**src/rtl/jk_pkg.sv**
```systemverilog
// jk_pkg: shared FSM state type and J/K excitation codes for the JK drive controller.
package jk_pkg;
    typedef enum logic [1:0] {IDLE, DRIVE, CHECK} jk_state_t;
    localparam logic [1:0] JK_HOLD   = 2'b00;
    localparam logic [1:0] JK_RESET  = 2'b01;
    localparam logic [1:0] JK_SET    = 2'b10;
    localparam logic [1:0] JK_TOGGLE = 2'b11;
endpackage

```
**src/rtl/jk_excite.sv**
```systemverilog
// jk_excite: per-bit J/K excitation that moves a JK flop from its current Q to a target.
module jk_excite
    import jk_pkg::*;
#(
    parameter int WIDTH      = 4,
    parameter bit USE_TOGGLE = 1'b0
) (
    input  logic [WIDTH-1:0] i_q,
    input  logic [WIDTH-1:0] i_t,
    output logic [WIDTH-1:0] o_j,
    output logic [WIDTH-1:0] o_k
);
    for (genvar b = 0; b < WIDTH; b++) begin : g_bit
        logic [1:0] w_code;
        assign w_code = (i_q[b] == i_t[b]) ? JK_HOLD :
                        USE_TOGGLE         ? JK_TOGGLE :
                        i_t[b]             ? JK_SET : JK_RESET;
        assign {o_j[b], o_k[b]} = w_code;
    end
endmodule

```
**src/rtl/jk_drive_ctrl.sv**
```systemverilog
// jk_drive_ctrl: loads a target vector into a JK flop bank by driving J/K for one cycle,
// verifying the fed-back Q and retrying a bounded number of times before flagging an error.
module jk_drive_ctrl
    import jk_pkg::*;
#(
    parameter int WIDTH      = 4,
    parameter int MAX_RETRY  = 3,
    parameter bit USE_TOGGLE = 1'b0
) (
    input  logic             clk,
    input  logic             rst_n,
    input  logic             tgt_valid,
    output logic             tgt_ready,
    input  logic [WIDTH-1:0] tgt_data,
    input  logic [WIDTH-1:0] q_fb,
    output logic [WIDTH-1:0] j,
    output logic [WIDTH-1:0] k,
    output logic             busy,
    output logic             done,
    output logic             err,
    output logic [WIDTH-1:0] err_mask
);
    localparam int RW = (MAX_RETRY > 0) ? $clog2(MAX_RETRY + 1) : 1;
    localparam logic [RW-1:0] MAX_R = RW'(MAX_RETRY);

    jk_state_t        r_state, w_state;
    logic [WIDTH-1:0] r_tgt, w_tgt, w_t, w_ej, w_ek, w_j, w_k, w_mask;
    logic [RW-1:0]    r_retry, w_retry;
    logic             w_done, w_err;

    // One excitation unit serves both the initial drive (fresh target) and retries (held target).
    assign w_t = (r_state == IDLE) ? tgt_data : r_tgt;

    jk_excite #(.WIDTH(WIDTH), .USE_TOGGLE(USE_TOGGLE)) u_excite (
        .i_q(q_fb),
        .i_t(w_t),
        .o_j(w_ej),
        .o_k(w_ek)
    );

    assign tgt_ready = (r_state == IDLE);
    assign busy      = (r_state != IDLE);

    always_comb begin
        w_state = r_state;
        w_tgt   = r_tgt;
        w_j     = '0;
        w_k     = '0;
        w_done  = 1'b0;
        w_err   = 1'b0;
        w_mask  = err_mask;
        w_retry = r_retry;
        case (r_state)
            IDLE: if (tgt_valid) begin
                w_tgt   = tgt_data;
                w_j     = w_ej;
                w_k     = w_ek;
                w_retry = '0;
                w_mask  = '0;
                w_state = DRIVE;
            end
            DRIVE: w_state = CHECK;
            CHECK: if (q_fb == r_tgt) begin
                w_done  = 1'b1;
                w_state = IDLE;
            end else if (r_retry < MAX_R) begin
                w_retry = r_retry + 1'b1;
                w_j     = w_ej;
                w_k     = w_ek;
                w_state = DRIVE;
            end else begin
                w_err   = 1'b1;
                w_mask  = q_fb ^ r_tgt;
                w_state = IDLE;
            end
            default: w_state = IDLE;
        endcase
    end

    always_ff @(posedge clk) begin
        if (!rst_n) begin
            r_state  <= IDLE;
            r_tgt    <= '0;
            r_retry  <= '0;
            j        <= '0;
            k        <= '0;
            done     <= 1'b0;
            err      <= 1'b0;
            err_mask <= '0;
        end else begin
            r_state  <= w_state;
            r_tgt    <= w_tgt;
            r_retry  <= w_retry;
            j        <= w_j;
            k        <= w_k;
            done     <= w_done;
            err      <= w_err;
            err_mask <= w_mask;
        end
    end
endmodule

```
**config.mk**
```make
export PLATFORM = sky130hd
export DESIGN_NAME = jk_drive_ctrl
export DESIGN_NICKNAME = d
export VERILOG_FILES = /design/src/rtl/jk_pkg.sv /design/src/rtl/jk_excite.sv /design/src/rtl/jk_drive_ctrl.sv
export SDC_FILE = /design/constraint.sdc
export NUM_CORES = 1
export LEC_CHECK = 0
export ABC_AREA = 1
export BUFFER_PORTS_ARGS = -buffer_cell sky130_fd_sc_hd__buf_2
export CAP_MARGIN = 20
export CORE_MARGIN = 2
export CORE_UTILIZATION = 54
export DETAILED_ROUTE_END_ITERATION = 7
export PLACE_DENSITY_LB_ADDON = 0.3
export SYNTH_ARGS = -nofsm -noshare
export SYNTH_HDL_FRONTEND = slang
export SYNTH_HIERARCHICAL = 1
export SYNTH_SLANG_ARGS = --single-unit
```
**constraint.sdc**
```tcl
create_clock -name clk -period 3.2 [get_ports clk]
set_clock_uncertainty 0.15 [all_clocks]
set_input_delay 0.64 -clock clk [delete_from_list [all_inputs] [get_ports clk]]
set_output_delay 0.64 -clock clk [all_outputs]
set_load 0.05 [all_outputs]
```
# == Word-level counts from Yosys, hierarchy flattened ==
# Index checks and enable logic that the tools add are counted.
# word_totals
input_bits,11
register_bits,22
out_inout_bits,16
# classes
n_addsub,1
reduce_logical,8
n_mux,31
n_lt_le_gt_ge,1
n_eq_ne,11
bitwise,3
# op_table
op,n
4-bit 2-to-1 mux,10
2-bit 2-to-1 mux,12
4-bit one-hot mux with 2 select lines,3
2-bit != test (second input constant),4
4-bit AND reduction,2
2-bit one-hot mux with 3 select lines,1
1-bit equality test,4
4-bit equality test,1
1-bit 2-to-1 mux,4
2-bit one-hot mux with 2 select lines,1
2-bit AND reduction,2
2-bit nonzero test,2
4-bit XOR,1
3-bit OR reduction,1
2-bit by 1-bit adder with 2-bit output (second input constant),1
2-bit by 1-bit equality test with 1-bit output (second input constant),1
2-bit equality test (second input constant),1
2-bit logical NOT,1
2-bit less-than comparator (second input constant),1
1-bit NOT,2

# == Depth between registers and ports, before layout ==
# Gate-level depths: netlist of the first run.
# depth
depth_word,7
ltp_mapped,9
ltp_nobuf,9

# == Modules after synthesis ==
# The synthesis of the first run kept the hierarchy.
# modules_own_cells
module,area_each_um2,instances,cells_per_inst
jk_drive_ctrl,963.4,1,133
jk_excite,60.1,1,16

# == Worst setup path after synthesis of the first run ==
# Ideal clock, no wire load.
# synth_path
kind,register to output
startpoint,reg r_state[0]
endpoint,out busy
arrival_ns,1.068
required_ns,2.410
stages_incl_launch_ff,4
n_path_buf,1
slack_ns,1.342
path_cell_list,dfxtp_1 -> nor2_1 -> buf_2 -> inv_1
# synth_between
elab_chain_len,1
# synth_rtl
item,line_no,source
start: declaration,jk_drive_ctrl.sv:26,"jk_state_t r_state, w_state;"
start signal: assignment,jk_drive_ctrl.sv:91,r_state <= w_state;
2-bit nonzero test,jk_drive_ctrl.sv:42,assign busy = (r_state != IDLE);
end: declaration,jk_drive_ctrl.sv:18,"output logic busy,"
# No other way between the ends.

# == Worst setup path in the final report of the first run ==
# layout_path
startpoint,reg r_state[1]
endpoint,out tgt_ready
# layout_between
elab_chain_len,1
# layout_rtl
item,line_no,source
2-bit logical NOT,jk_drive_ctrl.sv:41,assign tgt_ready = (r_state == IDLE);
end: declaration,jk_drive_ctrl.sv:13,"output logic tgt_ready,"
# No other way between the ends.

==> summary.txt, run 1 <==
GRT
  • Initial antenna violation count: 0
  • Maximum number of pins on one net before global-route repair: 16
  • First-pass GRT wire length: 3.19 mm
  • Grt total ovfl: 0
  • Number of global-route vias before repair: 851
  • Overall routing resource usage: 20.2%

STA
  • Fin crit share: 72.5%
  • Unrepaired setup endpoints after global routing: no
  • Worst-margin pin slew: 645 ps
  • Slew Viols, Final: 0
  • TNS Setup: 0 ps
  • Slew Limit Headroom: 56.9%
  • Worst hold margin: 311 ps
  • Fmax: 431 MHz
  • Final Hold Fails: 0
  • Min cycle time layout: roughly 2300 ps
  • Final setup violating endpoints: 0

Synth
  • Count of state elements after synthesis: 22
  • Synth top area share: approximately 43%
  • Main flop type after synthesis: dfxtp_1
  • Synth Area in Compound Gates: under 10%
  • Net count after synthesis: around 160
  • Synth Area in Adders: between 1 and 1.5%
  • Yosys cell types: 18
  • Largest family of logic cells by synthesized area: simple AND/OR/NAND/NOR gates
  • Area contributors post-synth: dfxtp_1, nand2_1, nor2_1
  • Cell accounting for the most synthesized area: dfxtp_1
  • Avg Cell Area, Syn: 6.87 sq um
  • Yosys warning count: 6
  • Asr flop ratio synth: 0%
  • Mux cell area share after synthesis: 0%
  • Post-synthesis instance total: 149
  • Count leader, synth: nand2_1
  • Mapped Area: 1020 sq um
  • Post-Synth XOR/XNOR Area: 0%
  • Most frequent cells after synthesis: nand2_1, nor2_1, dfxtp_1
  • Simple-Gate Fraction of Synth Area: 35.9%
  • Post-synth EDFFs: 0
  • Share of the yosys chip area belonging to registers: 43.0%

Floorplanning
  • FP Rows: 15
  • DIE AREA: around 2300 sq um
  • Placeable Area: about 1700 sq um
  • Initial core utilization: 58.6%
  • Ports: 27
  • Chip height: 47.5 microns
  • Die X: 47.5 microns

Detailed routing
  • Drt total wl: 1.95 mm
  • DR vias: 954
  • DRT Pass-1 Iters: 4
  • Detail Route Antenna Nets: 0
  • DR vias/cell: 4.77
  • DR iter-0 viols: 14
  • WL/cell: slightly below 10 microns
  • DRC: 0

Power
  • Leakage: 0.637 nW
  • Worst vdd ir: 0.000326 V
  • Pwr per Cell Area: 504 nW/um^2

Final layout
  • Share of layout cells above drive strength 1: 25.7%
  • Area grow syn2layout: 17.2%
  • # diodes: 0
  • Final net count: 188

Setup path
  • CP Capture Point: tgt_ready
  • CP Depth: 2
  • Worst setup EP type: output port
  • WS Path Type: reg -> out
  • Crit path max fanout: 11
  • Slowest CP cell: nor2_1
  • CP max stage delay: 500 ps
  • Setup crit start: r_state[1]
  • Worst Path Buf+Inv: 1
  • R2R Path Start: r_state[1]
  • CP startpoint kind: register
  • R2R depth: 6
  • Reg-to-reg endpoint: err_mask[1]
  • CP required: about 2400 ps
  • R2R setup slack: 1330 ps
  • CP arrival: 1530 ps
  • Top delay family on crit path: simple AND/OR/NAND/NOR gates
  • Crit path cell chain: nor2_1 > buf_2

Clock tree
  • CTS tree: built
  • Max clock buf depth: 2
  • # hold bufs at CTS: 0
  • Cell chosen for the clock root: clkbuf_4
  • Clock sinks: 22
  • Worst skew pair latency: 310 ps
  • H-tree depth: 1
  • Resized Gates After CTS: 0
  • Postcts setup bufs: 0
  • Clock-pin slew on the worst setup and hold paths: 110 ps
  • Cts bufs inserted: 3

Place
  • Post-DP HPWL: ~1.5 mm
  • PortBufs: 26
  • Gpl congestion: 0.775

Outcome
  • Status: finished, final reports clean

Worst hold path
  • Min-Delay Path Class: reg -> reg
  • Hold Crit Depth: 1

Run
  • Number of max-cap violations: 0
-- sequential cells by signal, indices dropped and copies added (netlist names) --
name / flops
done: 1
err: 1
err_mask: 4
j: 4
k: 4
r_retry: 2
r_state: 2
r_tgt: 4
-- cells in the final DEF (no fill, tap or decap) --
| master | n |
|---|---|
| nand2_1 | 34 |
| nor2_1 | 28 |
| buf_2 | 26 |
| dfxtp_1 | 22 |
| inv_1 | 19 |
| a21oi_1 | 11 |
| o21ai_0 | 6 |
| nand2_2 | 6 |
| nand3_1 | 6 |
| inv_2 | 4 |
| clkbuf_4 | 3 |
| nor2_4 | 2 |
| o21ai_1 | 2 |
| nand2_4 | 2 |
| nand3_4 | 1 |
| nor3_1 | 1 |
| ha_1 | 1 |
| clkbuf_8 | 1 |
-- per-layer routing --
layer / share of wire, % / up-vias / GRT usage (%) / wire length (microns)
met5: 0 / - / 0 / 0
met2: 49 / 25 / 35.4 / 962
met1: 42 / 417 / 20.9 / 817
met4: 3.1 / 0 / 11.9 / 61
li1: - / 503 / - / -
met3: 5.5 / 9 / 6.79 / 108
-- per-stage QoR --
stage	util, %	setup slack [ps]	total power, mW	cells	instance area (sq um)
5_1_grt	68.7	775	0.643	200	1200
2_1_floorplan	-	1340	0.429	149	1020
3_5_place_dp	66.7	1250	0.460	196	1160
6_report	68.7	880	0.605	200	1200
4_1_cts	68.7	893	0.611	200	1200
3_3_place_gp	66.7	1300	0.454	196	1160
-- power breakdown --
group	internal, mW	total (mW)	leakage, nW	switching [mW]
Clock	0.0696	0.152	0.0210	0.0820
Sequential	0.291	0.299	0.180	0.00845
Combinational	0.0438	0.154	0.436	0.110
Total	0.404	0.605	0.637	0.201
-- worst min-delay path by stage --
| stage | start | to | slack [ps] |
|---|---|---|---|
| global placement | r_state[1] | r_state[1] | 280 |
| detailed placement | r_state[1] | r_state[1] | 300 |
| floorplan | r_state[1] | r_state[1] | 270 |
| CTS | r_state[1] | r_state[1] | 320 |
| finish | r_state[1] | r_state[1] | 310 |
| global route | r_state[1] | r_state[1] | 350 |
-- cell type report --
| class | count | area, sq um |
|---|---|---|
| Fill cell | 165 | 546 |
| Clock buffer | 4 | 36.3 |
| Timing Repair Buffer | 26 | 130 |
| Multi-Input combinational cell | 100 | 475 |
| Sequential cell | 22 | 440 |
| Inverter | 23 | 86.3 |
| Tap cell | 25 | 31.3 |
-- cells by family (layout without fill, tap and decap cells) --
kind of cell / Yosys count / count (layout)
simple gates: 80 / 80
buf+inv: 27 / 53
flops: 22 / 22
compound gates: 19 / 19
fa+ha+maj: 1 / 1
Note: power is estimated with default switching activity, not from simulation.
==> run 2: changes to the inputs <==
--- a/config.mk
+++ b/config.mk
@@ -9,7 +9,7 @@
 export BUFFER_PORTS_ARGS = -buffer_cell sky130_fd_sc_hd__buf_2
 export CAP_MARGIN = 20
 export CORE_MARGIN = 2
-export CORE_UTILIZATION = 54
+export CORE_UTILIZATION = 45
 export DETAILED_ROUTE_END_ITERATION = 7
 export PLACE_DENSITY_LB_ADDON = 0.3
 export SYNTH_ARGS = -nofsm -noshare
==> constraint.sdc (replaced) <==
create_clock -name clk -period 1.9 [get_ports clk]
set_clock_uncertainty 0.15 [all_clocks]
set_input_delay 0.38 -clock clk [delete_from_list [all_inputs] [get_ports clk]]
set_output_delay 0.38 -clock clk [all_outputs]
set_load 0.05 [all_outputs]
==> run 2 against run 1 <==
  * Utilization down 14 points
  * Count of clock-buffer cells in the layout down 1
  * Cell area down 0.21%
  * Wire length up 4.1%
  * Sequential share of layout area up 0.077 points
  * Die area up 18%
  * Critical path type unchanged
  * Largest cell class unchanged
  * Highest routed layer unchanged
==> summary.txt, run 2 (synthesized netlist as in run 1, its figures left out) <==
GRT
  • First-pass GRT wire length: 3.17 mm (-0.85%)
  • Maximum number of pins on one net before global-route repair: 16 (unchanged)
  • Initial antenna violation count: 0 (unchanged)
  • Grt total ovfl: 0 (unchanged)
  • Overall routing resource usage: 16.4% (-3.9 points)
  • Number of global-route vias before repair: 809 (-4.9%)

Clock tree
  • H-tree depth: 1 (unchanged)
  • Cts bufs inserted: 3 (unchanged)
  • # hold bufs at CTS: 0 (unchanged)
  • Clock sinks: 22 (unchanged)
  • Worst skew pair latency: 300 ps (about the same)
  • Max clock buf depth: 2 (unchanged)
  • Resized Gates After CTS: 0 (unchanged)
  • CTS tree: built
  • Clock-pin slew on the worst setup and hold paths: 120 ps (about the same)
  • Postcts setup bufs: 0 (unchanged)
  • Cell chosen for the clock root: clkbuf_4

STA
  • Final Hold Fails: 0 (unchanged)
  • Final setup violating endpoints: 0 (unchanged)
  • Fmax: 573 MHz
  • Unrepaired setup endpoints after global routing: no
  • Fin crit share: 91.8%
  • Slew Limit Headroom: 76.5% (+20 points)
  • Worst hold margin: 191 ps (-120 ps)
  • Worst-margin pin slew: 351 ps (-293 ps)
  • TNS Setup: 0 ps (unchanged)
  • Min cycle time layout: 1750 ps
  • Slew Viols, Final: 0 (unchanged)

Floorplanning
  • FP Rows: 17 (+2)
  • DIE AREA: 2670 sq um (+18%)
  • Chip height: 51.7 microns (+8.7%)
  • Ports: 27 (unchanged)
  • Placeable Area: 2190 sq um (+26%)
  • Die X: 51.7 microns (+8.7%)
  • Initial core utilization: 46.7% (-12 points)

Detailed routing
  • DRT Pass-1 Iters: 4 (unchanged)
  • Detail Route Antenna Nets: 0 (unchanged)
  • DR vias/cell: 4.58 (-4.1%)
  • WL/cell: 10.0 microns (+2.6%)
  • Drt total wl: 2.03 mm (+4.1%)
  • DRC: 0 (unchanged)
  • DR iter-0 viols: 18 (+4)
  • DR vias: 929 (-2.6%)

Power
  • Comb power frac: 27.0% (+1.5 points)
  • Power share of the clock group: 21.5% (-3.5 points)
  • Pwr per Cell Area: 817 nW/um^2 (+62%)
  • Switching fraction of total power: 34.5% (+1.3 points)
  • Leakage: 0.634 nW (-0.42%)
  • Sw power: 0.337 mW (+68%)
  • Sequential fraction of design power: 51.5% (+2.0 points)
  • Worst vdd ir: 0.000387 V (+19%)
  • P_int: 0.641 mW (+58%)

Setup path
  • CP required: 1370 ps (-1040 ps)
  • Slowest CP cell: dfxtp_1
  • WS Path Type: reg -> out
  • Reg-to-reg endpoint: err_mask[2]
  • Setup crit start: r_state[0]
  • Crit path cell chain: nor2_1 > buf_4 > buf_2
  • CP max stage delay: 350 ps (-150 ps)
  • CP startpoint kind: register
  • CP arrival: 1220 ps (-310 ps)
  • R2R Path Start: r_state[0]
  • R2R depth: 6 (unchanged)
  • R2R setup slack: 380 ps (-950 ps)
  • Crit path max fanout: 11 (unchanged)
  • Worst setup EP type: output port

Run
  • Number of max-cap violations: 0 (unchanged)

Final layout
  • # diodes: 0 (unchanged)
  • Share of layout cells above drive strength 1: 25.7% (unchanged)
  • Area grow syn2layout: 17.0%
  • Final net count: 189 (+0.53%)
  • Commonest non-fill, non-tap cells in the layout: nand2_1, nor2_1, buf_2
  • Most common cell after layout, fill and taps aside: nand2_1
  • Number of fillers in the final layout: 208 (+26%)

Worst hold path
  • Hold path start: q_fb[0]
  • Worst Hold Path EP: j[0]
  • Min-Delay Path Class: in -> reg
  • Hold Crit Depth: 4 (+3)

Outcome
  • Status: finished, final reports clean

Place
  • Post-DP HPWL: 1.50 mm (-0.72%)
  • PortBufs: 26 (unchanged)
  • Gpl congestion: 0.791 (+2.0%)
run 2: layout make-up:
cell class / instances / area, sq um / share of cell area, %
Inverter: 23 / 86.3 / 7.21
Multi-Input combinational cell: 100 / 475 / 39.7
Timing Repair Buffer: 27 / 138 / 11.5
Sequential cell: 22 / 440 / 36.8
Clock buffer: 3 / 22.5 / 1.88
Tap cell: 28 / 35.0 / 2.93
run 2: worst max path at each step:
| stage | end | cells past startpoint |
|---|---|---|
| 6_report | tgt_ready | 3 |
| 5_1_grt | tgt_ready | 3 |
| 4_1_cts | tgt_ready | 3 |
| 3_5_place_dp | k[1] | 10 |
| 3_3_place_gp | k[1] | 10 |
| 2_1_floorplan | busy | 3 |
run 2: metal layers:
layer | track usage [%] | part of all wire, % | up-vias
met2 | 27.8 | 47 | 26
met4 | 7.89 | 1.2 | 0
met3 | 3.45 | 5.8 | 4
li1 | - | - | 503
met1 | 19.5 | 46 | 396
met5 | 0 | 0 | -
run 2: per-stage QoR:
step	std cells	total power, mW	setup slack, ps	utilization (%)	cell area, sq um
4_1_cts	203	0.986	153	54.7	1200
3_3_place_gp	200	0.773	426	53.6	1170
3_5_place_dp	200	0.780	396	53.6	1170
6_report	203	0.978	155	54.7	1200
2_1_floorplan	149	0.722	302	-	1020
5_1_grt	203	1.03	55.1	54.7	1200
run 2: worst max-delay path, delay by kind of cell (launching register included):
kind,cells,cell delay [ps]
buffers and inverters,2,460
DFF,1,350
and+or+nand+nor,1,100
run 2: power groups by stage:
stage               Sequential (mW)  Combinational [mW]  Clock, mW
floorplan                     0.561               0.160          0
global placement              0.513               0.261          0
detailed placement            0.514               0.266          0
CTS                           0.504               0.267      0.216
global route                  0.507               0.294      0.232
finish                        0.503               0.264      0.210
==> run 3: changes to the inputs <==
--- a/config.mk
+++ b/config.mk
@@ -5,11 +5,9 @@
 export SDC_FILE = /design/constraint.sdc
 export NUM_CORES = 1
 export LEC_CHECK = 0
-export ABC_AREA = 1
 export BUFFER_PORTS_ARGS = -buffer_cell sky130_fd_sc_hd__buf_2
-export CAP_MARGIN = 20
 export CORE_MARGIN = 2
-export CORE_UTILIZATION = 45
+export CORE_UTILIZATION = 44
 export DETAILED_ROUTE_END_ITERATION = 7
 export PLACE_DENSITY_LB_ADDON = 0.3
 export SYNTH_ARGS = -nofsm -noshare
==> run 3 against run 2 <==
  * Die area is 7.3% lower
  * Synthesized cell count fell by 36%
  * Register-to-register slack worse by 80 ps
  * Count of clock-buffer cells in the layout is 1 higher
==> summary.txt, run 3 <==
Outcome
  • Status: finished, final reports clean

GRT
  • First-pass GRT wire length: 2.88 mm (-9.2%)
  • Number of global-route vias before repair: 658 (-19%)
  • Overall routing resource usage: 15.7% (-0.66 points)
  • GR Layer Usage met1: 18.7% (-0.79 points)
  • Met3 Use GR: 3.03% (-0.42 points)
  • Grt peak-use layer: met2
  • Grt total ovfl: 0 (unchanged)
  • Initial antenna violation count: 0 (unchanged)
  • M2 GR Usage: 25.8% (-2.0 points)
  • Maximum number of pins on one net before global-route repair: 22 (+6)

Final layout
  • Most common cell after layout, fill and taps aside: buf_2
  • Final core occ: 56.8% (+2.1 points)
  • Commonest non-fill, non-tap cells in the layout: buf_2, dfxtp_1, nand2_1
  • Number of fillers in the final layout: 178 (-14%)
  • Area grow syn2layout: 20.8%
  • # diodes: 0 (unchanged)
  • Final net count: 137 (-28%)
  • Share of layout cells above drive strength 1: 37.1% (+11 points)

Clock tree
  • Max clock buf depth: 2 (unchanged)
  • Clock-pin slew on the worst setup and hold paths: 130 ps (about the same)
  • Resized Gates After CTS: 0 (unchanged)
  • # hold bufs at CTS: 0 (unchanged)
  • Clock sinks: 22 (unchanged)
  • Worst skew pair latency: 310 ps (about the same)
  • Postcts setup bufs: 0 (unchanged)
  • Cts bufs inserted: 3 (unchanged)
  • H-tree depth: 1 (unchanged)
  • CTS tree: built
  • Cell chosen for the clock root: clkbuf_4

Power
  • Leakage: 0.521 nW (-18%)
  • Worst vdd ir: 0.000399 V (+3.2%)
  • Total design power: 0.918 mW (-6.1%)
  • Pwr per Cell Area: 824 nW/um^2 (+0.93%)

Synth
  • Mux cell area share after synthesis: 7.06% (+7.1 points)
  • Largest family of logic cells by synthesized area: simple AND/OR/NAND/NOR gates
  • Post-synthesis instance total: 96 (-36%)
  • Avg Cell Area, Syn: 9.61 sq um (+40%)
  • Post-synth EDFFs: 0 (unchanged)
  • Yosys warning count: 6 (unchanged)
  • Count leader, synth: dfxtp_1
  • Synth Area in Adders: 1.36% (+0.13 points)
  • Cell accounting for the most synthesized area: dfxtp_1
  • Share of the yosys chip area belonging to registers: 47.8% (+4.7 points)
  • Net count after synthesis: 108 (-33%)
  • Synth top area share: 47.8% (+4.7 points)
  • Yosys cell types: 24 (+6)
  • Simple-Gate Fraction of Synth Area: 28.0% (-8.0 points)
  • Main flop type after synthesis: dfxtp_1
  • Synth Area in Compound Gates: 9.09% (-0.20 points)
  • Post-Synth XOR/XNOR Area: 3.80% (+3.8 points)
  • Asr flop ratio synth: 0% (unchanged)
  • Most frequent cells after synthesis: dfxtp_1, nand2_1, nor2_1
  • Mapped Area: 922 sq um (-9.9%)
  • Area contributors post-synth: dfxtp_1, and2b_2, nand2_1
  • Count of state elements after synthesis: 22 (unchanged)

Setup path
  • CP required: 1370 ps (about the same)
  • Crit path max fanout: 7 (-4)
  • Crit path cell chain: nor2_1 > buf_4 > buf_2
  • Slowest CP cell: dfxtp_1
  • R2R Path Start: r_state[0]
  • WS Path Type: reg -> out
  • Setup crit start: r_state[0]
  • Worst setup EP type: output port
  • CP arrival: 1260 ps (+40 ps)
  • CP startpoint kind: register
  • CP max stage delay: 350 ps (about the same)

Floorplanning
  • Ports: 27 (unchanged)
  • FP Rows: 16 (-1)
  • Chip height: 49.8 microns (-3.7%)
  • DIE AREA: 2480 sq um (-7.3%)
  • Initial core utilization: 47.0% (+0.29 points)
  • Die X: 49.8 microns (-3.7%)
  • Placeable Area: 1960 sq um (-10%)

Detailed routing
  • DR vias/cell: 4.85 (+6.1%)
  • Detail Route Antenna Nets: 0 (unchanged)
  • DR iter-0 viols: 11 (-7)
  • DR vias: 733 (-21%)
  • Drt total wl: 1.69 mm (-17%)
  • WL/cell: 11.2 microns (+12%)
  • DRT Pass-1 Iters: 4 (unchanged)
  • DRC: 0 (unchanged)

STA
  • TNS Setup: 0 ps (unchanged)
  • Post-layout worst setup margin: 108 ps (-46.7 ps)
  • Slew Limit Headroom: 72.3% (-4.3 points)
  • Slew Viols, Final: 0 (unchanged)
  • Final Hold Fails: 0 (unchanged)
  • Fmax: 558 MHz (-2.6%)
  • Min cycle time layout: 1790 ps (+46.7 ps)
  • Final setup violating endpoints: 0 (unchanged)
  • Unrepaired setup endpoints after global routing: no
  • Worst-margin pin slew: 413 ps (+61.4 ps)
  • Fin crit share: 94.3% (+2.5 points)

Place
  • PortBufs: 26 (unchanged)
  • Post-DP HPWL: 1.27 mm (-15%)
  • Gpl congestion: 0.764 (-3.4%)
  • Pre-CTS setup slack: 177 ps (-219 ps)

Worst hold path
  • Hold path start: tgt_data[0]
  • Min-Delay Path Class: in -> reg

Run
  • Number of max-cap violations: 0 (unchanged)
[run 3: final timing paths]
path | slack, ps | cells after the start | end
max | 110 | 3 | tgt_ready
max reg2reg | 300 | 5 | j[1]
min | 170 | 3 | r_tgt[0]
min reg2reg | 330 | 1 | err_mask[3]
[run 3: metrics by stage]
step / hold WS, ps / instance area (sq um) / cells
2_1_floorplan: 300 / 922 / 96
3_3_place_gp: 306 / 1080 / 147
3_5_place_dp: 311 / 1080 / 147
4_1_cts: 169 / 1110 / 151
5_1_grt: 179 / 1110 / 151
6_report: 169 / 1110 / 151
[run 3: report_power, final]
group	internal, mW	switching [mW]	leakage [nW]
clock network	0.117	0.145	0.0210
registers	0.477	0.00908	0.179
logic	0.0673	0.103	0.321
total	0.662	0.256	0.521
[run 3: kinds of logic after synthesis]
| group | count (synthesis) |
|---|---|
| buffers and inverters | 5 |
| multiplexers | 6 |
| AND/OR/NAND/NOR | 48 |
| AO/OA/AOI/OAI | 10 |
| flip-flops | 22 |
| adder cells (fa/ha/maj) | 1 |
| XOR/XNOR | 4 |
[run 3: final cells by class]
class	instances	area (sq um)	share of cell area, %
Timing Repair Buffer	28	145	13.0
Tap cell	27	33.8	3.03
Sequential cell	22	440	39.6
Multi-Input combinational cell	69	454	40.8
Clock buffer	4	36.3	3.26
Inverter	1	3.75	0.337
[run 3: routing by layer]
layer / vias up / part of all wire, %
li1: 379 / -
met1: 323 / 46
met2: 26 / 46
met3: 5 / 5.0
met4: 0 / 2.9
met5: - / 0
[run 3: worst max-delay path: cells and delay by family (launching register included)]
family,cells,cell delay (ps)
flip-flops,1,350
AND/OR/NAND/NOR,1,150
buffers and inverters,2,440
